## src/rtl/plab4_net_router_adaptive_output_credit_ctrl.sv

```systemverilog
//------------------------------------------------------------------------------
// plab4_net_router_adaptive_output_credit_ctrl
//
// Output-side control for a single router output port. It arbitrates round
// robin among the per-input route requests, issues a one-hot grant in the same
// cycle, and owns the credit counter for the downstream input queue. num_free
// is exported so the input route logic can make adaptive route choices.
//
// Build option:
//   ROUTER_OUT_CREDIT_BYPASS_EN  when defined, a credit returned while the
//                                counter is empty may be spent in that same
//                                cycle. When undefined, a returned credit is
//                                usable only from the next cycle.
//
// Ports:
//   clk            clock
//   reset          asynchronous, active-high reset
//   reqs           request from input i on bit i
//   grants         one-hot grant, combinational from reqs/ptr/num_free
//   sel            crossbar select, binary index of the granted input (0 if none)
//   out_val        a flit leaves this cycle (= |grants)
//   credit_return  downstream freed one queue entry
//   num_free       credits currently available (registered)
//   credit_err     sticky flag: a credit was returned while the counter was full
//------------------------------------------------------------------------------
module plab4_net_router_adaptive_output_credit_ctrl #(
    parameter int p_num_inputs     = 3,
    parameter int p_num_credits    = 2,
    parameter int p_num_free_nbits = 2,
    parameter int p_sel_nbits      = 2
) (
    input  logic                        clk,
    input  logic                        reset,
    input  logic [p_num_inputs-1:0]     reqs,
    output logic [p_num_inputs-1:0]     grants,
    output logic [p_sel_nbits-1:0]      sel,
    output logic                        out_val,
    input  logic                        credit_return,
    output logic [p_num_free_nbits-1:0] num_free,
    output logic                        credit_err
);

    localparam logic [p_num_free_nbits-1:0] c_full     = p_num_free_nbits'(p_num_credits);
    localparam logic [p_num_free_nbits-1:0] c_one      = p_num_free_nbits'(1);
    localparam logic [p_sel_nbits-1:0]      c_last_idx = p_sel_nbits'(p_num_inputs - 1);

    logic [p_sel_nbits-1:0] ptr;
    logic [p_sel_nbits-1:0] ptr_next;
    logic [p_sel_nbits-1:0] cand;
    logic                   eligible;
    logic                   found;
    int                     sum;

`ifdef ROUTER_OUT_CREDIT_BYPASS_EN
    // An incoming return can fund a send even when the counter reads zero.
    assign eligible = (num_free != '0) || credit_return;
`else
    assign eligible = (num_free != '0);
`endif

    // Round-robin scan starting at ptr, wrapping past the last input.
    always_comb begin
        grants = '0;
        sel    = '0;
        found  = 1'b0;
        sum    = 0;
        cand   = '0;
        if (!reset && eligible) begin
            for (int i = 0; i < p_num_inputs; i++) begin
                sum = int'(ptr) + i;
                if (sum >= p_num_inputs) begin
                    sum = sum - p_num_inputs;
                end
                cand = p_sel_nbits'(sum);
                if (!found && reqs[cand]) begin
                    found        = 1'b1;
                    grants[cand] = 1'b1;
                    sel          = cand;
                end
            end
        end
        out_val = found;
    end

    // Priority moves to the input just after the winner.
    assign ptr_next = (sel == c_last_idx) ? '0 : sel + p_sel_nbits'(1);

    always_ff @(posedge clk or posedge reset) begin
        if (reset) begin
            ptr        <= '0;
            num_free   <= c_full;
            credit_err <= 1'b0;
        end else begin
            if (out_val) begin
                ptr <= ptr_next;
            end
            // Send and return together leave the count unchanged.
            if (out_val && !credit_return) begin
                num_free <= num_free - c_one;
            end else if (!out_val && credit_return) begin
                if (num_free == c_full) begin
                    credit_err <= 1'b1;
                end else begin
                    num_free <= num_free + c_one;
                end
            end
        end
    end

endmodule

```

## config.mk

```make
export PLATFORM = sky130hd
export DESIGN_NAME = plab4_net_router_adaptive_output_credit_ctrl
export DESIGN_NICKNAME = d
export VERILOG_FILES = /design/src/rtl/plab4_net_router_adaptive_output_credit_ctrl.sv
export SDC_FILE = /design/constraint.sdc
export NUM_CORES = 1
export LEC_CHECK = 0
export ABC_AREA = 1
export CAP_MARGIN = 0
export CORE_AREA = 8 8 45 47
export DETAILED_ROUTE_END_ITERATION = 8
export DIE_AREA = 0 0 53 55
export PLACE_DENSITY = 0.71
export REMOVE_ABC_BUFFERS = 1
export SYNTH_ARGS = -nofsm -noshare
export SYNTH_HDL_FRONTEND = slang
export SYNTH_SLANG_ARGS = --single-unit
```

## constraint.sdc

```tcl
create_clock -name clk -period 3.9 [get_ports clk]
set_clock_uncertainty 0.15 [all_clocks]
set_input_delay 0.39 -clock clk [delete_from_list [all_inputs] [get_ports clk]]
set_output_delay 0.39 -clock clk [all_outputs]
set_load 0.005 [all_outputs]
```

* Yosys cells after proc, flatten, opt, wreduce, memory -nomap -nowiden
Index checks and enable logic that the tools add are counted.
Storage, ports and cells: flip-flop bits (word level) 5, output and inout bits 9, word-level logic and storage cells 81
Operators by class: add/sub/neg operators 8, magnitude comparators 9, eq/ne operators 3, muxes and demuxes 38, bitwise operators 3, reductions and logical operators 17
Operators by type and width (number):
- two-way mux 2 bit | 14
- two-way mux 3 bit | 6
- two-way mux 1 bit | 12
- less-than comparator 2 x 3 -> 1 bit (second input constant) | 3
- logical AND 1 bit | 8
- binary-select mux 1 bit (select 2 bit) | 3
- demux 1 bit (select 2 bit) | 3
- >= comparator 2 x 1 -> 1 bit (second input constant) | 3
- >= comparator 3 x 2 -> 1 bit (second input constant) | 2
- OR 3 bit | 2
- subtractor 2 bit (second input constant) | 3
- logical NOT 1 bit | 5
- adder 2 x 1 -> 2 bit (second input constant) | 2
- equality test 2 bit (second input constant) | 2
- nonzero test 2 bit | 2
- adder 2 x 1 -> 3 bit (second input constant) | 1
- adder 2 x 2 -> 3 bit (second input constant) | 1
- AND reduction 3 bit | 1
- >= comparator 2 bit (second input constant) | 1
- != test 2 bit (second input constant) | 1
- AND reduction 2 bit | 1
- subtractor 2 x 1 -> 2 bit (second input constant) | 1
- NOT 1 bit | 1

* Longest topological paths before layout
depth in word-level cells 19, mapped depth 14, mapped depth without buffers 14

* Worst setup path before layout
OpenSTA, ideal clock, no wires.
kind register -> register, start register ptr[0], end register num_free[1], library setup time 0.088 ns, arrival time 1.958 ns, path slack 1.704 ns, stages on the path, launching flop included 13, cell sequence dfrtp_1 -> inv_1 -> ha_1 -> inv_2 -> o21ai_0 -> o21ai_2 -> inv_1 -> nand2_1 -> nand2_2 -> ha_1 -> a21oi_1 -> o21ai_0 -> xor2_1
On the way: cells in the longest elaborated chain, start to end 19
RTL lines:
- start: declaration | line 47 | logic [p_sel_nbits-1:0] ptr;
- start signal: assignment | line 95 | ptr <= ptr_next;
- branches (longest 13 deep; another with adder 2 x 1 -> 3 bit)
- two-way mux 1 bit (*) | line 75 | if (!found && reqs[cand]) begin
- two-way mux 1 bit (*) | line 68 | if (!reset && eligible) begin
- logical NOT 1 bit | line 100 | end else if (!out_val && credit_return) begin
- logical AND 1 bit | line 100
- nonzero test 2 bit (no source line)
- AND reduction 2 bit (no source line)
- end signal: assignment | line 91 | num_free <= c_full;
- end signal: assignment | line 99 | num_free <= num_free - c_one;
- end signal: assignment | line 104 | num_free <= num_free + c_one;
- end: declaration | line 39 | output logic [p_num_free_nbits-1:0] num_free,
Every way passes the cells marked *. The select of a mux whose other input is x is not followed. A chain may end at the register's enable or synchronous reset.

* Worst setup path after layout
start register ptr[0], end output port grants[2]
On the way: cells in the longest elaborated chain, start to end 15
RTL lines:
- branches (longest 13 deep; another with adder 2 x 1 -> 3 bit)
- two-way mux 3 bit (*) | line 75
- two-way mux 3 bit (*) | line 68
- end: declaration | line 35 | output logic [p_num_inputs-1:0] grants,
Marked as above.

==> impl_metrics.sql <==
INSERT INTO impl_metrics (metric_group, metric, value, unit) VALUES
('floorplan', 'design.core.area', '0.00138', 'sq mm'),
('routing', 'antenna_left', '0', ''),
('yosys', 'count_of_state_elements_after_synthesis', '5', ''),
('routing', 'first_iter_violations', '9', ''),
('status', 'status', 'completed', ''),
('sta', 'achievable_clock_frequency', '342', 'MHz'),
('floorplan', 'number_of_cell_rows', '14', ''),
('floorplan', 'fp.dieArea', '0.00292', 'sq mm'),
('sta', 'fraction_of_the_cycle_the_final_worst_path_needs', '75.0', '%'),
('cts', 'clkLatencyLatePin', '0.26', 'ns'),
('sta', 'finalSetupViolCount', '0', ''),
('sta', 'tns', '0', 'ns'),
('routing', 'wl_per_cell', '11.9', 'um'),
('routing', 'via_count', '594', ''),
('setup_path', 'critPathMaxFanout', '5', ''),
('cts', 'clk_pin_slew_worst_paths', '0.05', 'ns'),
('global_route', 'maximum_number_of_pins_on_one_net_before_global_route_repair', '8', ''),
('cts', 'cts_tree', 'yes', ''),
('power_and_ir_drop', 'worst_ir_drop_vdd', '303', 'uV'),
('global_route', 'grt_overflow', '0', ''),
('yosys', 'post_synth_inst_count', '84', ''),
('yosys', 'synth_top_family_by_area', 'simple AND/OR/NAND/NOR gates', ''),
('place', 'place.port_buffers', '14', ''),
('layout', 'final-instance-count-excl-fill', '118', ''),
('yosys', 'post_synth_xor_area_fraction', '1.55', '%'),
('global_route', 'antenna_violations_before_repair', '0', ''),
('floorplan', 'dieWidth', '53', 'um'),
('setup_path', 'critical_path_arrival', '2.38', 'ns'),
('setup_path', 'critical_path.max_stage_delay', '0.52', 'ns'),
('global_route', 'grt_pass1_vias', '590', ''),
('yosys', 'synth_area', '567', 'sq um'),
('cts', 'numClockSinks', '5', ''),
('yosys', 'synth_seq_area_share', '22.3', '%'),
('yosys', 'netlist-cell-type-count', '18', ''),
('cts', 'cts_hold_buf', '0', ''),
('setup_path', 'cell_count_of_the_worst_reg_to_reg_path', '12', ''),
('cts', 'post_cts.repair.setup_buffers', '0', ''),
('routing', 'post_drt_via_cell_ratio', '5.03', ''),
('cts', 'tritoncts_buffers', '3', ''),
('cts', 'clk_path_buf_depth', '2', ''),
('yosys', 'synth-compound-area-share', '17.0', '%'),
('yosys', 'synth_warnings', '0', ''),
('power_and_ir_drop', 'cellPowerDensity', '883', 'mW/mm^2'),
('setup_path', 'worst_ep_required_time', '3.36', 'ns'),
('routing', 'first_pass_iters', '4', ''),
('routing', 'drt_wl_total', '1400', 'um'),
('yosys', 'synth_top_cell_area_share', '17.7', '%'),
('flow_run', 'maxCapViolCount', '0', ''),
('setup_path', 'critical_path.startpoint_type', 'flop', ''),
('sta', 'rsz0062_at_grt', 'false', ''),
('sta', 'worst-slew-pin-transition', '0.331', 'ns'),
('worst_hold_path', 'hold_class', 'input port to asynchronous set/reset pin', ''),
('sta', 'timing.final.crit_period', '2.92', 'ns'),
('setup_path', 'depth_of_the_critical_timing_path_with_buffers_and_inverters_included', '10', ''),
('floorplan', 'floorplan.initialDensity', '41.0', '%'),
('setup_path', 'regToRegSetupSlack', '1.49', 'ns'),
('place', 'gp_congestion', '0.863', ''),
('layout', 'drive_above_1_share', '18.6', '%'),
('place', 'place.detailed.instances', '114', ''),
('setup_path', 'crit_path_end_kind', 'primary output', ''),
('cts', 'cts_root_buffer', 'sky130_fd_sc_hd__clkbuf_4', ''),
('yosys', 'post_synth_and_or_nand_nor_area_fraction', '34.7', '%'),
('sta', 'final_hold_viol_count', '0', ''),
('floorplan', 'top_level_ports', '15', ''),
('layout', 'layout_commonest_cell', 'sky130_fd_sc_hd__nand2_1', ''),
('global_route', 'grt_pass1_wl', '2350', 'um'),
('yosys', 'synth_top_area_cell', 'sky130_fd_sc_hd__dfrtp_1', ''),
('layout', 'nNetsFinal', '115', ''),
('yosys', 'netlist_top_cells_area', 'sky130_fd_sc_hd__dfrtp_1 (18%), sky130_fd_sc_hd__ha_1 (13%), sky130_fd_sc_hd__nand2_1 (11%)', ''),
('layout', 'layout.cells.most_common_list', 'sky130_fd_sc_hd__nand2_1 (17), sky130_fd_sc_hd__clkdlybuf4s50_1 (14), sky130_fd_sc_hd__inv_1 (13)', ''),
('sta', 'timing.final.max_slew_violations', '0', '');
==> sequential cells by signal (all words and copies together) (netlist names) <==
signal / cells
num_free: 2
ptr: 2
credit_err: 1
==> final timing paths <==
path / from / endpoint
setup / recovery: ptr[0] / grants[2]
hold / removal: reset / num_free[0]
setup reg to reg: ptr[0] / num_free[1]
hold reg to reg: credit_err / credit_err
max in group asynchronous: reset / num_free[1]
min in group clk: credit_err / credit_err
==> final cells by class <==
type                       count  area, sq um
fill                         144          631
tap                           16         20.0
inverter                      17         63.8
sequential                     5          126
timing repair buffer          14          140
clock buffer                   4         26.3
multi-input combinational     62          377
==> metal layers <==
layer	track usage [%]	share of wire (%)
met1	9.94	41
met2	20.9	53
met3	3.21	4.4
met4	6.47	2.3
met5	0	0
==> stage by stage <==
stage / cell area, sq um / hold slack, ns / power, W / util (%) / setup slack, ns
CTS: 753 / 0.205 / 0.000673 / 54.4 / 0.956
global placement: 727 / 0.315 / 0.000594 / 52.5 / 1.26
floorplan: 567 / 0.0178 / 0.000444 / - / 1.70
detailed placement: 727 / 0.314 / 0.000603 / 52.5 / 1.20
global route: 753 / 0.236 / 0.000740 / 54.4 / 0.770
finish: 753 / 0.203 / 0.000665 / 54.4 / 0.977
==> Yosys cell counts, drive strengths merged <==
cell type	instances
a31o	1
dfrtp	4
ha	6
inv	17
o211ai	1
nor2	4
nand3	14
xor2	1
dfstp	1
nand2	21
o21a	1
a21oi	6
o21ai	7
==> worst reg2reg max path: cells and delay by family (launching register included) <==
kind / cells / cell delay, ns
compound gates: 4 / 0.52
xor+xnor: 1 / 0.15
fa+ha+maj: 2 / 0.70
buf+inv: 3 / 0.25
flops: 1 / 0.40
simple gates: 2 / 0.15
==> cell families after synthesis <==
group | count (synthesis)
AND/OR/NAND/NOR | 39
buffers and inverters | 17
AO/OA/AOI/OAI | 16
adder cells (fa/ha/maj) | 6
flip-flops | 5
XOR/XNOR | 1
==> power by group <==
| part | internal, W | switching (W) | leakage (nW) |
|---|---|---|---|
| Sequential | 0.0000781 | 0.0000186 | 0.0566 |
| Combinational | 0.000209 | 0.000295 | 0.313 |
| Clock | 0.0000389 | 0.0000253 | 0.0150 |
No activity file was read; power rests on OpenSTA's default activity.
